$ cat src/rtl/rp_asg_dac_cond.sv
// rp_asg_dac_cond: gain/offset/saturation conditioning of generator samples ahead of the DAC, with tail-hold / idle-level control
//   dac_clk_i, dac_rst_i        : clock, asynchronous active-high reset
//   dat_i, dat_stb_i, last_i    : generator sample, new-sample strobe, end-of-burst pulse
//   run_i                       : generator readout enabled
//   set_gain_i (Q2.14), set_offset_i, set_idle_i, set_tail_i : runtime settings
//   clr_i                       : synchronous clear of clip_cnt_o
//   dac_o, state_o, clip_cnt_o  : conditioned sample, FSM state, clipped-sample count
module rp_asg_dac_cond #(
    parameter int DW = 14,
    parameter int GW = 16,
    parameter int CW = 16
) (
    input  logic          dac_clk_i,
    input  logic          dac_rst_i,
    input  logic [DW-1:0] dat_i,
    input  logic          dat_stb_i,
    input  logic          last_i,
    input  logic          run_i,
    input  logic [GW-1:0] set_gain_i,
    input  logic [DW-1:0] set_offset_i,
    input  logic [DW-1:0] set_idle_i,
    input  logic [CW-1:0] set_tail_i,
    input  logic          clr_i,
    output logic [DW-1:0] dac_o,
    output logic [1:0]    state_o,
    output logic [CW-1:0] clip_cnt_o
);
    typedef enum logic [1:0] {IDLE = 2'd0, RUN = 2'd1, TAIL = 2'd2} state_t;

    localparam logic signed [DW+2:0] SMAX = (DW+3)'(2 ** (DW - 1) - 1);
    localparam logic signed [DW+2:0] SMIN = -SMAX - 1;

    state_t                   st, st_d1, st_d2;
    logic [CW-1:0]            tail_cnt;
    logic signed [DW-1:0]     smp;
    logic signed [DW+GW-1:0]  p;
    logic signed [DW+2:0]     s;
    logic [2:0]               ld_d;
    logic                     ld, clip;
    logic signed [DW-1:0]     sat;

    // A strobe is taken while running or when it is the one that starts/retriggers a burst
    assign ld      = dat_stb_i && (st == RUN || run_i);
    assign state_o = st;

    always_comb begin
        clip = (s > SMAX) || (s < SMIN);
        sat  = clip ? (s < 0 ? {1'b1, {(DW-1){1'b0}}} : {1'b0, {(DW-1){1'b1}}}) : s[DW-1:0];
    end

    always_ff @(posedge dac_clk_i or posedge dac_rst_i) begin
        if (dac_rst_i) begin
            st       <= IDLE;
            tail_cnt <= '0;
        end else begin
            case (st)
                IDLE: if (dat_stb_i && run_i) st <= RUN;
                RUN: begin
                    if (last_i) begin
                        st       <= TAIL;
                        tail_cnt <= set_tail_i;
                    end else if (!run_i) begin
                        st <= IDLE;
                    end
                end
                TAIL: begin
                    if (dat_stb_i && run_i) begin
                        st       <= RUN;
                        tail_cnt <= '0;
                    end else begin
                        // leave when the decremented count hits zero (or was already zero)
                        tail_cnt <= (tail_cnt == '0) ? '0 : tail_cnt - 1'b1;
                        if (tail_cnt <= CW'(1)) st <= IDLE;
                    end
                end
                default: st <= IDLE;
            endcase
        end
    end

    always_ff @(posedge dac_clk_i or posedge dac_rst_i) begin
        if (dac_rst_i) begin
            smp        <= '0;
            p          <= '0;
            s          <= '0;
            st_d1      <= IDLE;
            st_d2      <= IDLE;
            ld_d       <= '0;
            dac_o      <= '0;
            clip_cnt_o <= '0;
        end else begin
            if (ld) smp <= dat_i;
            p     <= (DW+GW)'(smp) * (DW+GW)'($signed(set_gain_i));
            // arithmetic shift floors toward -inf; the scaled value always fits DW+2 bits
            s     <= (DW+3)'(p >>> (GW - 2)) + (DW+3)'($signed(set_offset_i));
            // state is already registered, so two delays line it up with the stage-3 result
            st_d1 <= st;
            st_d2 <= st_d1;
            // the strobe is combinational, so it needs three delays to reach stage 3
            ld_d  <= {ld_d[1:0], ld};
            dac_o <= (st_d2 == IDLE) ? set_idle_i : sat;
            clip_cnt_o <= clr_i ? '0 :
                          (ld_d[2] && clip && !(&clip_cnt_o)) ? clip_cnt_o + 1'b1 : clip_cnt_o;
        end
    end
endmodule

$ cat config.mk
export PLATFORM = sky130hd
export DESIGN_NAME = rp_asg_dac_cond
export DESIGN_NICKNAME = d
export VERILOG_FILES = /design/src/rtl/rp_asg_dac_cond.sv
export SDC_FILE = /design/constraint.sdc
export NUM_CORES = 1
export LEC_CHECK = 0
export BUFFER_PORTS_ARGS = -buffer_cell sky130_fd_sc_hd__buf_2
export CAP_MARGIN = 25
export CORE_MARGIN = 2
export CORE_UTILIZATION = 57
export CTS_CLUSTER_SIZE = 8
export DETAILED_ROUTE_END_ITERATION = 7
export GPL_ROUTABILITY_DRIVEN = 1
export PLACE_DENSITY = 0.75
export SLEW_MARGIN = 25
export SYNTH_ARGS = -nofsm -noshare
export SYNTH_HDL_FRONTEND = slang
export SYNTH_SLANG_ARGS = --single-unit
export TNS_END_PERCENT = 10
$ cat constraint.sdc
create_clock -name dac_clk_i -period 7.05 [get_ports dac_clk_i]
set_input_delay 1.0575 -clock dac_clk_i [delete_from_list [all_inputs] [get_ports dac_clk_i]]
set_output_delay 1.0575 -clock dac_clk_i [all_outputs]
set_load 0.02 [all_outputs]
==> results of run 1 <==
layout make-up:
| cell class | count | area share (%) |
|---|---|---|
| timing repair buffer | 121 | 4.61 |
| clock buffer | 10 | 1.71 |
| antenna | 1 | 0.0179 |
| clock inverter | 4 | 0.521 |
| multi-input combinational | 961 | 65.5 |
| tap | 280 | 2.51 |
| inverter | 254 | 6.86 |
| sequential | 102 | 18.3 |
cells by family (layout without fill, tap and decap cells):
logic type / Yosys count / count (layout) / synth area share [%]
other: 0 / 1 / 0
xor gates and xnor gates: 50 / 50 / 3.41
AOI/OAI and AO/OA: 148 / 148 / 7.51
adders and majority gates: 307 / 307 / 42.7
and+or+nand+nor: 453 / 453 / 17.2
muxes: 3 / 3 / 0.244
DFF: 102 / 102 / 19.9
buffers and inverters: 302 / 389 / 9.00
cells in the mapped netlist, drive strengths merged, types with 16 or more instances:
cell | number | area (µm²)
nor2 | 88 | 330
and2 | 120 | 751
nand2 | 160 | 601
dfrtp | 102 | 2550
xor2 | 16 | 140
ha | 88 | 1100
o21ai | 41 | 213
a21oi | 50 | 254
fa | 219 | 4380
clkbuf | 43 | 165
nor3 | 16 | 80.1
xnor2 | 34 | 298
nand3 | 19 | 95.1
inv | 254 | 953
per-stage QoR:
stage	utilization [%]	hold slack, ns	worst slack (ns)	cell area, µm²
after floorplan	-	0.331	0.573	12800
after global placement	62.0	0.332	0.233	13600
after detailed placement	62.0	0.343	0.188	13600
after CTS	63.4	0.354	0.543	13900
after global routing	63.5	0.368	0.254	13900
final	63.5	0.353	0.554	13900
critical path, cell delays in order:
cell       delay [ns]
buf_2            0.20
and2_1           0.21
fa_1             0.53
inv_1            0.05
fa_1             0.47
inv_1            0.05
fa_1             0.50
inv_1            0.05
fa_1             0.53
inv_1            0.05
fa_1             0.47
inv_1            0.05
fa_1             0.47
inv_1            0.04
ha_1             0.29
o21a_1           0.19
o311a_1          0.30
o2111ai_1        0.20
a21oi_1          0.10
o21ai_2          0.27
o21ai_1          0.17
or4_1            0.42
nand3_1          0.09
worst min path at each step:
stage	end	slack, ns	depth (start not counted)
2_1_floorplan	ld_d[1]	0.33	0
3_3_place_gp	st_d2[0]	0.33	0
3_5_place_dp	st_d2[1]	0.34	0
4_1_cts	st_d2[0]	0.35	0
5_1_grt	st_d2[1]	0.37	0
6_report	ld_d[2]	0.35	0
flip-flops by register name, indices dropped and copies added (netlist names):
name and cells:
clip_cnt_o 16, dac_o 14, ld_d 3, p 16, s 17, smp 14, st_d1 2, st_d2 2
state_o 2, tail_cnt 16
routing by layer:
layer | vias up | wire, µm
li1 | 4371 | -
met1 | 4761 | 11400
met2 | 232 | 14700
met3 | 45 | 1060
met4 | 0 | 618
met5 | - | 0
==> flow_summary.yaml, run 1 <==
final_layout:
  area_growth_pct: 8.64
  seq_area_mm2: 0.00255
  fin_nets: 1836
  final_cell_mix: "inv_1, fa_1, nand2_1, and2_1, buf_2"
  layout.cells.non_filler: 1733
  multi_input_area_mm2: 0.00913
  final_common_cell: "inv_1"
  fillers: 1896
  drive_gt1_share_pct: 10.5
route:
  vias: 9409
  wl_per_cell_um: 16.0
  drtIter0Drc: 449
  drcViolationCount: 0
  drt_first_pass_iters: 4
  antenna_left: 0
  routed_wl_um: 27700
  vias_per_cell: 5.43
clock_network:
  cts_sinks: 102
  post_cts_resized: 0
  postCtsHoldBufs: 0
  postCtsSetupRepairBufs: 0
  cts_buffers: 9
  cts_root_buffer: "clkbuf_16"
  htree_levels: 3
  clkLatencyLatePin_ns: 0.35
  cts_buffer_depth: 2
  path_clk_slew_ns: 0.06
  cts_tree: "done"
synth:
  syn_nets: 1752
  async_flop_share_pct: 100
  ys_seq_area_share_pct: 19.9
  synth_flop_cell: "dfrtp_1"
  ys_ff_latch: 102
  synth_cell_types: 64
  synthesis.area_mm2: 0.0128
  synthCells: 1365
  synth_edf_count: 0
  syn_area_per_cell_um2: 9.40
  yosysWarnings: 0
critical_path:
  cp-start-kind: "input port"
  arrival_ns: 6.78
  reg2reg_to: "p[25]"
  critPathLaunch: "set_gain_i[7]"
  critPathKind: "in2reg"
  worstPathMaxFanout: 14
  worst_setup_path_end_kind: "flip-flop"
  crit_end: "p[28]"
  r2r_slack_ns: 0.73
  worstPathRequired_ns: 7.33
  reg2reg_depth: 18
  r2r-start: "smp[5]"
sta:
  period_minus_slack_ns: 6.50
  fin_skew_ns: 0.00770
  rsz0062_at_grt: "false"
  min_period_over_period_pct: 92.1
  worstMarginPinSlew_ns: 0.849
  relSlewSlack_pct: 43.4
  finalSetupViolations: 0
  tns_ns: 0
  hold_violations: 0
  drv_slew: 0
  maxClockFrequency_mhz: 154
min_path:
  holdCritPathClass: "reg2reg"
  holdCritStartpoint: "ld_d[1]"
global_route:
  grt.met1_usage_pct: 30.9
  grt_pass1_wl_um: 46900
  grt_usage_pct: 24.7
  use_met3_pct: 2.54
  grt_max_degree: 76
  antenna_found_initial: 1
  grt-ovfl-total: 0
  grtUsageMet2_pct: 45.3
  grt_busiest_layer: "met2"
  grt_pass1_vias: 9958
placed_design:
  place_hpwl_um: 22200
  place_congestion: 0.888
  portBuffers: 111
  dp_cells: 1717
floorplan:
  rows: 54
  dieArea_mm2: 0.0237
  io_pins: 112
  die_width_um: 154
  floorplan.initialDensity_pct: 58.4
  core_area_mm2: 0.0220
  die_h_um: 154
run_status:
  status: "finished, final reports clean"
flow_run:
  maxCapViolCount: 0
Power of run 1 is not shown: default switching activity piles up to over one toggle a cycle in this logic, so the estimate is an artifact.
==> run 2, diff against run 1 <==
- CORE_UTILIZATION: 57 -> 45
- PLACE_DENSITY: 0.75 -> 0.61
==> flow_summary.yaml, run 2 (synthesized netlist as in run 1, its figures left out) <==
run_status:
  status: "finished, final reports clean"
route:
  antenna_left: 0
  drcViolationCount: 0
  wl_per_cell_um: 15.7
  drt_first_pass_iters: 5
  routed_wl_um: 28900
  drtIter0Drc: 507
  vias_per_cell: 5.14
  vias: 9430
min_path:
  holdCritPathClass: "reg2reg"
  hold_depth: 0
critical_path:
  cp-start-kind: "input port"
  worstPathRequired_ns: 7.33
  critPathKind: "in2reg"
  reg2reg_to: "p[28]"
  worst_setup_path_end_kind: "flip-flop"
  r2r_slack_ns: 0.77
  arrival_ns: 6.75
  critPathLaunch: "set_gain_i[6]"
  worstPathMaxFanout: 14
  reg2reg_depth: 22
  crit_end: "p[28]"
  r2r-start: "smp[2]"
floorplan:
  dieArea_mm2: 0.0299
  rows: 61
  die_width_um: 173
  core_area_mm2: 0.0279
  floorplan.initialDensity_pct: 45.9
  io_pins: 112
  die_h_um: 173
placed_design:
  portBuffers: 111
  place_hpwl_um: 23500
  place_congestion: 0.877
sta:
  hold_violations: 0
  drv_slew: 0
  relSlewSlack_pct: 44.1
  min_period_over_period_pct: 91.7
  fin_skew_ns: 0.0104
  period_minus_slack_ns: 6.47
  finalSetupViolations: 0
  maxClockFrequency_mhz: 155
  worstMarginPinSlew_ns: 0.838
  rsz0062_at_grt: "false"
  tns_ns: 0
clock_network:
  htree_levels: 3
  cts_root_buffer: "clkbuf_16"
  post_cts_resized: 0
  cts_sinks: 102
  cts_buffers: 9
  cts_buffer_depth: 2
  cts_tree: "done"
  postCtsHoldBufs: 0
  postCtsSetupRepairBufs: 0
  path_clk_slew_ns: 0.07
  clkLatencyLatePin_ns: 0.35
global_route:
  grt_max_degree: 83
  grt_pass1_vias: 9700
  antenna_found_initial: 1
  grt_usage_pct: 20.0
  grt-ovfl-total: 0
  grt_pass1_wl_um: 48400
final_layout:
  largest_reg_flops: 17
  area_growth_pct: 9.57
  largest_register: "s"
  fin_nets: 1837
  final_common_cell: "inv_1"
  drive_gt1_share_pct: 10.7
  final_cell_mix: "inv_1, fa_1, nand2_1, and2_1, buf_2"
flow_run:
  maxCapViolCount: 0
-- run 2: changes by cell type in the layout (fill, tap and decap cells not counted) --
cell / previous run / this run
clkinv_4: 0 / 2
clkinvlp_4: 1 / 0
buf_12: 1 / 0
buf_4: 9 / 10
clkinv_2: 1 / 2
buf_6: 0 / 1
clkbuf_8: 1 / 2
bufinv_16: 2 / 1
-- run 2: worst min-delay path by stage --
| stage | to | slack, ns | from |
|---|---|---|---|
| 5_1_grt | st_d2[1] | 0.36 | st_d1[1] |
| 2_1_floorplan | ld_d[1] | 0.33 | ld_d[0] |
| 3_5_place_dp | st_d2[1] | 0.34 | st_d1[1] |
| 4_1_cts | ld_d[1] | 0.35 | ld_d[0] |
| 6_report | st_d2[1] | 0.35 | st_d1[1] |
| 3_3_place_gp | ld_d[2] | 0.33 | ld_d[1] |
-- run 2: through the flow --
step                setup slack (ns)  instances  cell area (µm²)  util (%)  hold WS [ns]
finish                         0.582       1834            14100      50.3         0.354
global route                   0.291       1834            14100      50.3         0.359
CTS                            0.567       1833            14100      50.3         0.353
detailed placement             0.202       1817            13700      49.2         0.337
global placement               0.248       1817            13700      49.2         0.333
floorplan                      0.573       1365            12800         -         0.331
-- run 2: final cells by class --
type | instances | area, µm²
Tap cell | 378 | 473
Fill cell | 2696 | 13900
Inverter | 254 | 956
Multi-Input combinational cell | 961 | 9130
Timing Repair Buffer | 122 | 642
Antenna cell | 1 | 2.50
Clock inverter | 5 | 57.6
Sequential cell | 102 | 2550
Clock buffer | 11 | 253
-- run 2: critical path, stage by stage --
cell	delay [ns]
buf_2	0.19
and2_1	0.20
fa_1	0.51
inv_1	0.05
fa_1	0.48
inv_1	0.05
fa_1	0.49
inv_1	0.05
fa_1	0.53
inv_1	0.05
fa_1	0.47
inv_1	0.05
fa_1	0.48
inv_1	0.04
ha_1	0.28
o21a_1	0.19
o311a_1	0.31
o2111ai_1	0.20
a21oi_1	0.10
o21ai_2	0.27
o21ai_1	0.17
or4_1	0.42
nand3_1	0.10
-- run 2: routing by layer --
layer	part of all wire [%]	vias to the layer above	global-route usage [%]
met5	0	-	0
li1	-	4379	-
met1	44	4843	27.0
met4	1.1	0	3.99
met2	52	186	34.9
met3	3.2	22	2.53
Power of run 2 is left out for the same reason.
